$ cat src/rtl/cpu_datapath_pkg.sv
// ----------------------------------------------------------------------------
// cpu_pkg
// Shared definitions for the cpu_datapath register-file/ALU slice:
//   alu_op_t     ALU opcode encoding (codes 8..15 are reserved, result 0)
//   SEL_W        opcode field width
//   MUX_EXT_BIT  mux_sel bit that routes d_in onto the bus
//   NUM_REGS     number of general registers R0..R7
// ----------------------------------------------------------------------------
package cpu_pkg;

  localparam int SEL_W       = 4;
  localparam int MUX_EXT_BIT = 3;
  localparam int NUM_REGS    = 8;

  typedef enum logic [SEL_W-1:0] {
    ALU_ADD    = 4'd0,
    ALU_SUB    = 4'd1,
    ALU_AND    = 4'd2,
    ALU_OR     = 4'd3,
    ALU_XOR    = 4'd4,
    ALU_SHL    = 4'd5,
    ALU_SHR    = 4'd6,
    ALU_PASS_B = 4'd7
  } alu_op_t;

  // Only the lower half of the opcode space is populated; the upper half
  // is reserved and must produce a zero result with no carry.
  function automatic logic op_is_defined(input logic [SEL_W-1:0] op);
    return (op[SEL_W-1] == 1'b0);
  endfunction

endpackage

$ cat src/rtl/cpu_datapath_alu.sv
// ----------------------------------------------------------------------------
// alu
// Combinational ALU for cpu_datapath. Result wraps mod 2^WIDTH.
// Ports:
//   a      in  WIDTH  operand A (register S)
//   b      in  WIDTH  operand B (bus)
//   sel    in  4      opcode (see cpu_pkg::alu_op_t)
//   y      out WIDTH  result
//   carry  out 1      carry-out (ADD), NOT borrow (SUB), last bit shifted
//                     out (SHL/SHR), 0 otherwise
// Shift amount is b[3:0], so WIDTH must be at least 4.
// ----------------------------------------------------------------------------
module alu
  import cpu_pkg::*;
#(
  parameter int WIDTH = 16
) (
  input  logic [WIDTH-1:0] a,
  input  logic [WIDTH-1:0] b,
  input  logic [SEL_W-1:0] sel,
  output logic [WIDTH-1:0] y,
  output logic             carry
);

  logic [WIDTH:0]     sum_ext;
  logic [WIDTH:0]     diff_ext;
  logic [2*WIDTH-1:0] shl_ext;
  logic [2*WIDTH-1:0] shr_ext;
  logic [3:0]         shamt;

  assign shamt    = b[3:0];
  assign sum_ext  = {1'b0, a} + {1'b0, b};
  // Bit WIDTH of the extended difference is the borrow.
  assign diff_ext = {1'b0, a} - {1'b0, b};
  // Shifting inside a double-width window keeps the bit that fell off the
  // end at a fixed position (WIDTH for SHL, WIDTH-1 for SHR); with a zero
  // shift that position holds 0, so no special case is needed.
  assign shl_ext  = {{WIDTH{1'b0}}, a} << shamt;
  assign shr_ext  = {a, {WIDTH{1'b0}}} >> shamt;

  always_comb begin
    y     = '0;
    carry = 1'b0;
    if (op_is_defined(sel)) begin
      case (alu_op_t'(sel))
        ALU_ADD: begin
          y     = sum_ext[WIDTH-1:0];
          carry = sum_ext[WIDTH];
        end
        ALU_SUB: begin
          y     = diff_ext[WIDTH-1:0];
          carry = ~diff_ext[WIDTH];
        end
        ALU_AND: y = a & b;
        ALU_OR:  y = a | b;
        ALU_XOR: y = a ^ b;
        ALU_SHL: begin
          y     = shl_ext[WIDTH-1:0];
          carry = shl_ext[WIDTH];
        end
        ALU_SHR: begin
          y     = shr_ext[2*WIDTH-1:WIDTH];
          carry = shr_ext[WIDTH-1];
        end
        ALU_PASS_B: y = b;
        default: begin
          y     = '0;
          carry = 1'b0;
        end
      endcase
    end
  end

endmodule

$ cat src/rtl/cpu_datapath.sv
// ----------------------------------------------------------------------------
// cpu_datapath
// Register file (R0..R7), operand register S, result register C, bus mux and
// ALU sitting behind the cpu control FSM. Every enable acts independently on
// the same edge and always sees pre-edge register values.
// Ports:
//   clk           in  1      rising-edge clock
//   reset         in  1      asynchronous active-low reset
//   d_in          in  WIDTH  external operand (bus source when mux_sel[3]=1)
//   mux_sel       in  4      bus source: [3]=1 d_in, else R[mux_sel[2:0]]
//   sel           in  4      ALU opcode
//   en_s          in  1      S <- bus
//   en_c          in  1      C <- ALU(S, bus)
//   en            in  8      one-hot-ish register write enables, R[i] <- C
//   done          in  1      instruction-complete strobe
//   bus           out WIDTH  combinational bus value
//   result        out WIDTH  copy of the last C written into any R[i]
//   result_valid  out 1      pulse when a write-back coincides with done
//   flag_z/flag_c out 1      zero/carry flags, only with CPU_DP_FLAGS_EN
// Optional feature macro: CPU_DP_FLAGS_EN (adds flag_z/flag_c).
// ----------------------------------------------------------------------------
module cpu_datapath
  import cpu_pkg::*;
#(
  parameter int WIDTH = 16
) (
  input  logic             clk,
  input  logic             reset,
  input  logic [WIDTH-1:0] d_in,
  input  logic [3:0]       mux_sel,
  input  logic [SEL_W-1:0] sel,
  input  logic             en_s,
  input  logic             en_c,
  input  logic [7:0]       en,
  input  logic             done,
  output logic [WIDTH-1:0] bus,
  output logic [WIDTH-1:0] result,
  output logic             result_valid
`ifdef CPU_DP_FLAGS_EN
  ,
  output logic             flag_z,
  output logic             flag_c
`endif
);

  logic [WIDTH-1:0] r_q [NUM_REGS];
  logic [WIDTH-1:0] s_q;
  logic [WIDTH-1:0] c_q;
  logic [WIDTH-1:0] alu_y;

`ifdef CPU_DP_FLAGS_EN
  logic alu_carry;
`else
  logic unused_alu_carry;
`endif

  // Bus: pure mux, nothing else may drive it.
  always_comb begin
    bus = d_in;
    if (!mux_sel[MUX_EXT_BIT]) begin
      bus = r_q[mux_sel[2:0]];
    end
  end

  alu #(
    .WIDTH (WIDTH)
  ) u_alu (
    .a     (s_q),
    .b     (bus),
    .sel   (sel),
    .y     (alu_y),
`ifdef CPU_DP_FLAGS_EN
    .carry (alu_carry)
`else
    .carry (unused_alu_carry)
`endif
  );

  // Register stage: S, C and R[] all load from pre-edge values, so
  // en_s+en_c uses the old S and en_c+en[i] writes the old C.
  always_ff @(posedge clk or negedge reset) begin
    if (!reset) begin
      s_q <= '0;
      c_q <= '0;
      for (int i = 0; i < NUM_REGS; i++) begin
        r_q[i] <= '0;
      end
    end else begin
      if (en_s) begin
        s_q <= bus;
      end
      if (en_c) begin
        c_q <= alu_y;
      end
      for (int i = 0; i < NUM_REGS; i++) begin
        if (en[i]) begin
          r_q[i] <= c_q;
        end
      end
    end
  end

  // Result reporting: any write-back updates result; only a write-back
  // together with done raises the one-cycle valid pulse.
  always_ff @(posedge clk or negedge reset) begin
    if (!reset) begin
      result       <= '0;
      result_valid <= 1'b0;
    end else begin
      if (en != 8'h00) begin
        result <= c_q;
      end
      result_valid <= (en != 8'h00) && done;
    end
  end

`ifdef CPU_DP_FLAGS_EN
  always_ff @(posedge clk or negedge reset) begin
    if (!reset) begin
      flag_z <= 1'b0;
      flag_c <= 1'b0;
    end else if (en_c) begin
      flag_z <= (alu_y == '0);
      flag_c <= alu_carry;
    end
  end
`endif

endmodule

$ cat config.mk
export PLATFORM = sky130hd
export DESIGN_NAME = cpu_datapath
export DESIGN_NICKNAME = d
export VERILOG_FILES = /design/src/rtl/cpu_datapath_pkg.sv /design/src/rtl/cpu_datapath_alu.sv /design/src/rtl/cpu_datapath.sv
export SDC_FILE = /design/constraint.sdc
export NUM_CORES = 1
export LEC_CHECK = 0
export BUFFER_PORTS_ARGS = -buffer_cell sky130_fd_sc_hd__buf_2
export CORE_MARGIN = 3
export CORE_UTILIZATION = 35
export DETAILED_ROUTE_END_ITERATION = 12
export PLACE_DENSITY_LB_ADDON = 0.15
export SLEW_MARGIN = 20
export SYNTH_ARGS = -nofsm -noshare
export SYNTH_HDL_FRONTEND = slang
export SYNTH_SLANG_ARGS = --single-unit
export TNS_END_PERCENT = 10
$ cat constraint.sdc
create_clock -name clk -period 4.8 [get_ports clk]
set_clock_uncertainty 0.05 [all_clocks]
set_input_delay 0.96 -clock clk [delete_from_list [all_inputs] [get_ports clk]]
set_output_delay 0.96 -clock clk [all_outputs]
set_load 0.005 [all_outputs]
==> results of run 1 <==
==> worst min-delay path by stage <==
stage	slack (ns)	to	cells past startpoint	start
4_1_cts	0.46	result[10]	1	result[10]
6_report	0.45	result[10]	1	result[10]
5_1_grt	0.47	r_q[34]	1	r_q[34]
3_5_place_dp	0.44	result[10]	1	result[10]
2_1_floorplan	0.42	r_q[17]	1	r_q[17]
3_3_place_gp	0.43	r_q[6]	1	r_q[6]
==> per-stage QoR <==
| stage | hold slack, ns | setup TNS (ns) |
|---|---|---|
| after floorplan | 0.423 | -0.00689 |
| after global placement | 0.434 | -0.00946 |
| after detailed placement | 0.440 | -0.0597 |
| after CTS | 0.457 | 0 |
| after global routing | 0.468 | 0 |
| final | 0.452 | 0 |
==> power groups by stage <==
stage          logic [mW]  registers [mW]  clock network (mW)
6_report             1.41            1.87                1.45
2_1_floorplan       0.960            1.80                   0
4_1_cts              1.40            1.86                1.49
3_3_place_gp         1.39            1.89                   0
5_1_grt              1.53            1.90                1.55
3_5_place_dp         1.39            1.89                   0
==> state kept, by name, indices dropped and copies added, names as in the netlist <==
register,cells
s_q,16
result,16
r_q,128
c_q,16
result_valid,1
==> cell families (layout without fill, tap and decap cells) <==
family	after synthesis	in the layout	share of synthesized area [%]
fa+ha+maj	51	51	5.83
flops	177	177	40.0
mux	242	242	27.1
xor+xnor	22	22	1.74
compound gates	206	206	13.1
buf+inv	114	229	4.72
simple gates	175	175	7.55
==> routing by layer <==
| layer | wire length, um | track usage, % |
|---|---|---|
| met2 | 16900 | 35.0 |
| met1 | 16700 | 30.5 |
| met4 | 698 | 5.78 |
| met5 | 0 | 0 |
| met3 | 1640 | 3.82 |
==> cell usage in the layout (no fill, tap or decap), drive strengths merged, types with 22 or more instances in the layout <==
cell	Yosys	routed
mux2	156	156
o21ai	39	39
nand2	55	55
mux2i	55	55
nor2	45	45
buf	37	157
a21oi	45	45
mux4	31	31
a221oi	22	22
dfrtp	177	177
inv	37	44
ha	50	50
==> worst register-to-register path, cell delays in order (launching register included) <==
cell and delay, ns:
dfrtp_1 0.40, mux2_1 0.31, o22ai_1 0.17, o31a_1 0.22, clkinv_2 0.15, buf_4 0.18, nor3_4 0.19, a31oi_1 0.12
xnor2_1 0.14, ha_1 0.34, nand3_1 0.09, a21oi_1 0.07, o311ai_0 0.59, a21oi_1 0.19, nor2_1 0.16, xnor2_1 0.08
a221oi_1 0.28, a21oi_1 0.10
==> cell type report <==
class	count	area, um^2
flip-flops and latches	177	4430
multi-input cells	696	6170
clock inverters	15	183
clock buffers	17	425
fillers	3021	18000
well taps	396	495
repair buffers	158	1060
inverters	39	150
==> results.py, run 1 <==
metrics = {
    "logic_synthesis": {
        "synth.most_common_cell": "dfrtp_1",
        "yosys_most_used_dff": "dfrtp_1",
        "yosysTopAreaCellShare_pct": 40.0,
        "synth.area.top_cells": "dfrtp_1 40%, mux2_2 15%, mux4_2 6.3%",
        "synth_top_area_cell": "dfrtp_1",
        "ys_warn_count": 0,
        "syn_inst": 987,
        "synth_area_per_cell_um2": 11.2,
        "syn-cell-area_um2": 11100,
        "synth_fp_nets": 1075,
        "synth_edf_count": 0,
        "yosysSeqAreaShare_pct": 40.0,
        "ys_types": 67,
        "ys_seq_elements": 177,
        "synth_common_cells": "177 x dfrtp_1, 151 x mux2_2, 55 x mux2i_1, 55 x nand2_1, 50 x ha_1",
        "async_flop_share_pct": 100,
    },
    "layout": {
        "drive_above_1_share_pct": 35.8,
        "fin_util_pct": 41.8,
        "area_delta_synth_final_pct": 16.6,
        "final_nets": 1177,
        "fin_area_um2": 12900,
        "insertedDiodeCount": 0,
        "fin_cells": 1498,
    },
    "critical_path": {
        "cp_cell_sequence": "buf_2, buf_12, mux2_1, o22ai_1, o31a_1, clkinv_2, buf_4, nor3_4, a31oi_1, xnor2_1, ha_1, nand3_1, a21oi_1, o311ai_0, a21oi_1, nor2_1, xnor2_1, a221oi_1, a21oi_1",
        "path_class": "primary input to flop",
        "rrSetupSlack_ns": 0.85,
        "setup.worst_path.end_class": "flop",
        "path_delay_family": "compound AO/OA/AOI/OAI gates",
        "cp_max_fo": 12,
        "startpoint": "mux_sel[0]",
        "critPathArrivalTime_ns": 4.68,
        "crit_top_cell": "a21oi_1",
        "path_depth": 19,
        "path_buf_inv": 4,
        "crit-reg2reg-launch": "r_q[2]",
        "cp_slowest_cell": "o311ai_0",
        "worst_path_largest_cell_delay_ns": 0.59,
        "worst_r2r_path_depth": 17,
        "critPathLaunchType": "primary input",
        "endpoint": "c_q[12]",
        "reg2reg_to": "c_q[12]",
        "required_ns": 5.09,
    },
    "placement": {
        "place_hpwl_mm": 25.7,
        "dp.cells": 1466,
        "dpl_cell_area_um2": 12300,
        "io_buffers": 69,
        "place_ws_ns": -0.0531,
        "gp_congestion": 0.931,
    },
    "route": {
        "dr_total_vias": 8487,
        "first_pass_iters": 5,
        "drtIter0Drc": 583,
        "avgViaCountPerCell": 5.67,
        "wl_per_cell_um": 24.0,
        "routed_wl_mm": 36.0,
        "postRouteAntennaNets": 0,
        "drc_errors": 0,
    },
    "power_and_ir_drop": {
        "swShare_pct": 35.3,
        "p_clk_share_pct": 30.7,
        "p_comb_share_pct": 29.8,
        "internal_power_mw": 3.06,
        "p_leak_nw": 6.03,
        "p_total_mw": 4.73,
        "p_seq_share_pct": 39.6,
        "switchingPower_mw": 1.67,
        "p_per_area_nw_per_um2": 366,
        "ir_worst_vdd_v": 0.000366,
    },
    "timing": {
        "worstMarginPinSlew_ns": 0.866,
        "period_share_pct": 91.6,
        "setup_slack_ns": 0.402,
        "hold_viol_final": 0,
        "rsz0062_at_grt": "no",
        "period_needed_ns": 4.40,
        "max_slew_margin_pct": 42.3,
        "setup_viol": 0,
        "slew_violations": 0,
        "fmax_ghz": 0.227,
    },
    "grt": {
        "grt_pass1_vias": 8634,
        "overflow": 0,
        "grt_usage_pct": 21.8,
        "grt_pass1_wl_mm": 55.4,
        "grt_antenna_before_repair": 0,
        "grt_max_degree": 97,
    },
    "worst_hold_path": {
        "holdCritPathClass": "flop to flop",
    },
    "clock_tree": {
        "hold_buffers": 0,
        "numClockSinks": 177,
        "post_cts_resized": 0,
        "tritoncts": "done",
        "numCtsBuffers": 17,
        "clockRootBuffer": "clkbuf_16",
        "path_clk_slew_ns": 0.09,
        "clock_path_buffers": 2,
        "clkLatencyLatePin_ns": 0.46,
        "cts_setup_buffers": 0,
        "htree_levels": 4,
    },
    "job": {
        "max_cap_viol_count": 0,
    },
    "floorplan": {
        "die_w_um": 184,
        "dieHeight_um": 184,
        "core_um2": 30900,
        "io_pins": 70,
        "die-area_um2": 33800,
        "rows": 64,
        "initial_utilization_pct": 35.9,
    },
    "outcome": {
        "status": "completed",
    },
}
Note: power is estimated with default switching activity, not from simulation.
==> inputs of run 2 (changes only) <==
CORE_UTILIZATION = 33   (was 35)
RECOVER_POWER = 100   (was default)
==> run 2 against run 1 <==
Against the previous run: the flow now finishes with violations (max-capacitance violations, max-slew violations); critical path type unchanged; sequential power about the same; flip-flop and latch count did not move; utilization down 2.6 points; critical path depth grew 2; clock-buffer cell count unchanged; die area is 5.9% higher; maximum frequency down 3.3%; combinational power is essentially flat; sequential share of layout area rose by 0.14 points; via count fell by 0.87%; final cell count up 3.3%.
==> results.py, run 2 (synthesized netlist as in run 1, its figures left out) <==
metrics = {
    "clock_tree": {
        "numCtsBuffers": 17,
        "cts_setup_buffers": 0,
        "tritoncts": "done",
        "hold_buffers": 0,
        "clkLatencyLatePin_ns": 0.45,
        "path_clk_slew_ns": 0.08,
        "post_cts_resized": 0,
        "clockRootBuffer": "clkbuf_16",
        "numClockSinks": 177,
        "htree_levels": 4,
        "clock_path_buffers": 2,
    },
    "route": {
        "postRouteAntennaNets": 0,
        "drc_errors": 0,
        "wl_per_cell_um": 22.8,
        "routed_wl_mm": 35.2,
        "dr_total_vias": 8413,
        "drtIter0Drc": 541,
        "first_pass_iters": 6,
        "avgViaCountPerCell": 5.43,
    },
    "layout": {
        "nFillCells": 3279,
        "largest_reg_flops": 128,
        "final_common_cell": "dfrtp_1",
        "area_delta_synth_final_pct": 16.1,
        "fin_cells": 1548,
        "top_register": "r_q",
        "insertedDiodeCount": 0,
        "final_cell_mix": "177 x dfrtp_1, 151 x mux2_2, 72 x buf_4",
        "final_nets": 1181,
        "drive_above_1_share_pct": 32.6,
    },
    "outcome": {
        "status": "finished with violations",
        "violations": "max-capacitance violations, max-slew violations",
    },
    "critical_path": {
        "crit_top_cell": "a21oi_1",
        "critPathLaunchType": "primary input",
        "setup.worst_path.end_class": "flop",
        "critPathArrivalTime_ns": 4.81,
        "path_class": "primary input to flop",
        "cp_max_fo": 16,
        "cp_cell_sequence": "buf_2, buf_12, buf_4, mux2i_1, a22o_1, o31a_1, inv_2, nor2_1, buf_4, buf_4, a21oi_1, xnor2_1, ha_1, nand3_1, a21oi_1, o311ai_0, a21oi_1, nor2_1, xnor2_1, a221oi_1, a21oi_1",
        "required_ns": 5.07,
        "worst_path_largest_cell_delay_ns": 0.66,
        "cp_slowest_cell": "o311ai_0",
    },
    "placement": {
        "gp_congestion": 0.959,
        "dp.cells": 1516,
        "io_buffers": 69,
        "place_ws_ns": -0.182,
        "place_hpwl_mm": 25.8,
    },
    "power_and_ir_drop": {
        "p_leak_nw": 5.92,
        "p_per_area_nw_per_um2": 364,
        "ir_worst_vdd_v": 0.000367,
    },
    "floorplan": {
        "dieHeight_um": 189,
        "core_um2": 32800,
        "die-area_um2": 35800,
        "rows": 66,
        "initial_utilization_pct": 33.8,
        "die_w_um": 189,
        "io_pins": 70,
    },
    "timing": {
        "period_share_pct": 94.7,
        "fmax_ghz": 0.220,
        "hold_viol_final": 0,
        "rsz0062_at_grt": "no",
        "setup_slack_ns": 0.253,
        "setup_viol": 0,
        "slew_violations": 96,
        "worstMarginPinSlew_ns": 2.50,
        "period_needed_ns": 4.55,
        "max_slew_margin_pct": -66.8,
        "timing.hold.ws_ns": 0.452,
    },
    "grt": {
        "overflow": 0,
        "grt_max_degree": 96,
        "grt_pass1_wl_mm": 53.9,
        "grt_pass1_vias": 8631,
        "grt_usage_pct": 19.8,
        "grt_antenna_before_repair": 0,
    },
    "worst_hold_path": {
        "holdCritPathClass": "flop to flop",
    },
    "job": {
        "max_cap_viol_count": 2,
    },
}
-- run 2: layout make-up --
type | count | area, um^2 | area share, %
clock buffers | 17 | 425 | 3.31
clock inverters | 15 | 169 | 1.31
inverters | 39 | 150 | 1.17
multi-input cells | 696 | 6140 | 47.7
flip-flops and latches | 177 | 4430 | 34.4
well taps | 442 | 553 | 4.30
repair buffers | 162 | 1000 | 7.77
-- run 2: worst paths after layout --
path | start | to | slack [ns] | depth (start not counted)
max | mux_sel[0] | c_q[12] | 0.25 | 21
min | r_q[91] | r_q[91] | 0.45 | 1
max reg2reg | r_q[53] | c_q[15] | 0.75 | 17
min reg2reg | r_q[91] | r_q[91] | 0.45 | 1
max in group asynchronous | reset | r_q[40] | 1.13 | 2
min in group asynchronous | reset | result[2] | 1.22 | 1
-- run 2: stage by stage --
stage / utilization (%) / setup TNS [ns] / power, mW / area (um^2)
global route: 39.2 / 0 / 4.94 / 12900
floorplan: - / -0.00689 / 2.76 / 11200
detailed placement: 37.8 / -0.497 / 3.29 / 12400
CTS: 39.6 / 0 / 4.75 / 13000
finish: 39.2 / 0 / 4.68 / 12900
global placement: 37.8 / -0.354 / 3.29 / 12400
-- run 2: per-layer routing --
layer  vias to the layer above  global-route usage [%]  part of all wire, %
met5                         -                       0                    0
met4                         0                    6.20                  2.6
met3                        43                    3.35                  4.3
met2                       203                    31.7                   46
met1                      4310                    27.6                   47
li1                       3857                       -                    -
-- run 2: critical path: cells and delay by family --
kind / cells / cell delay [ns]
AOI/OAI and AO/OA: 8 / 2.10
xor gates and xnor gates: 2 / 0.24
buffers and inverters: 6 / 0.77
adders and majority gates: 1 / 0.29
and+or+nand+nor: 3 / 0.31
muxes: 1 / 0.12
-- run 2: power by group --
part	switching [mW]	internal, mW	leakage, nW	total, mW
clock network	0.687	0.743	0.287	1.43
registers	0.181	1.68	2.30	1.87
logic	0.732	0.655	3.33	1.39
total	1.60	3.08	5.92	4.68
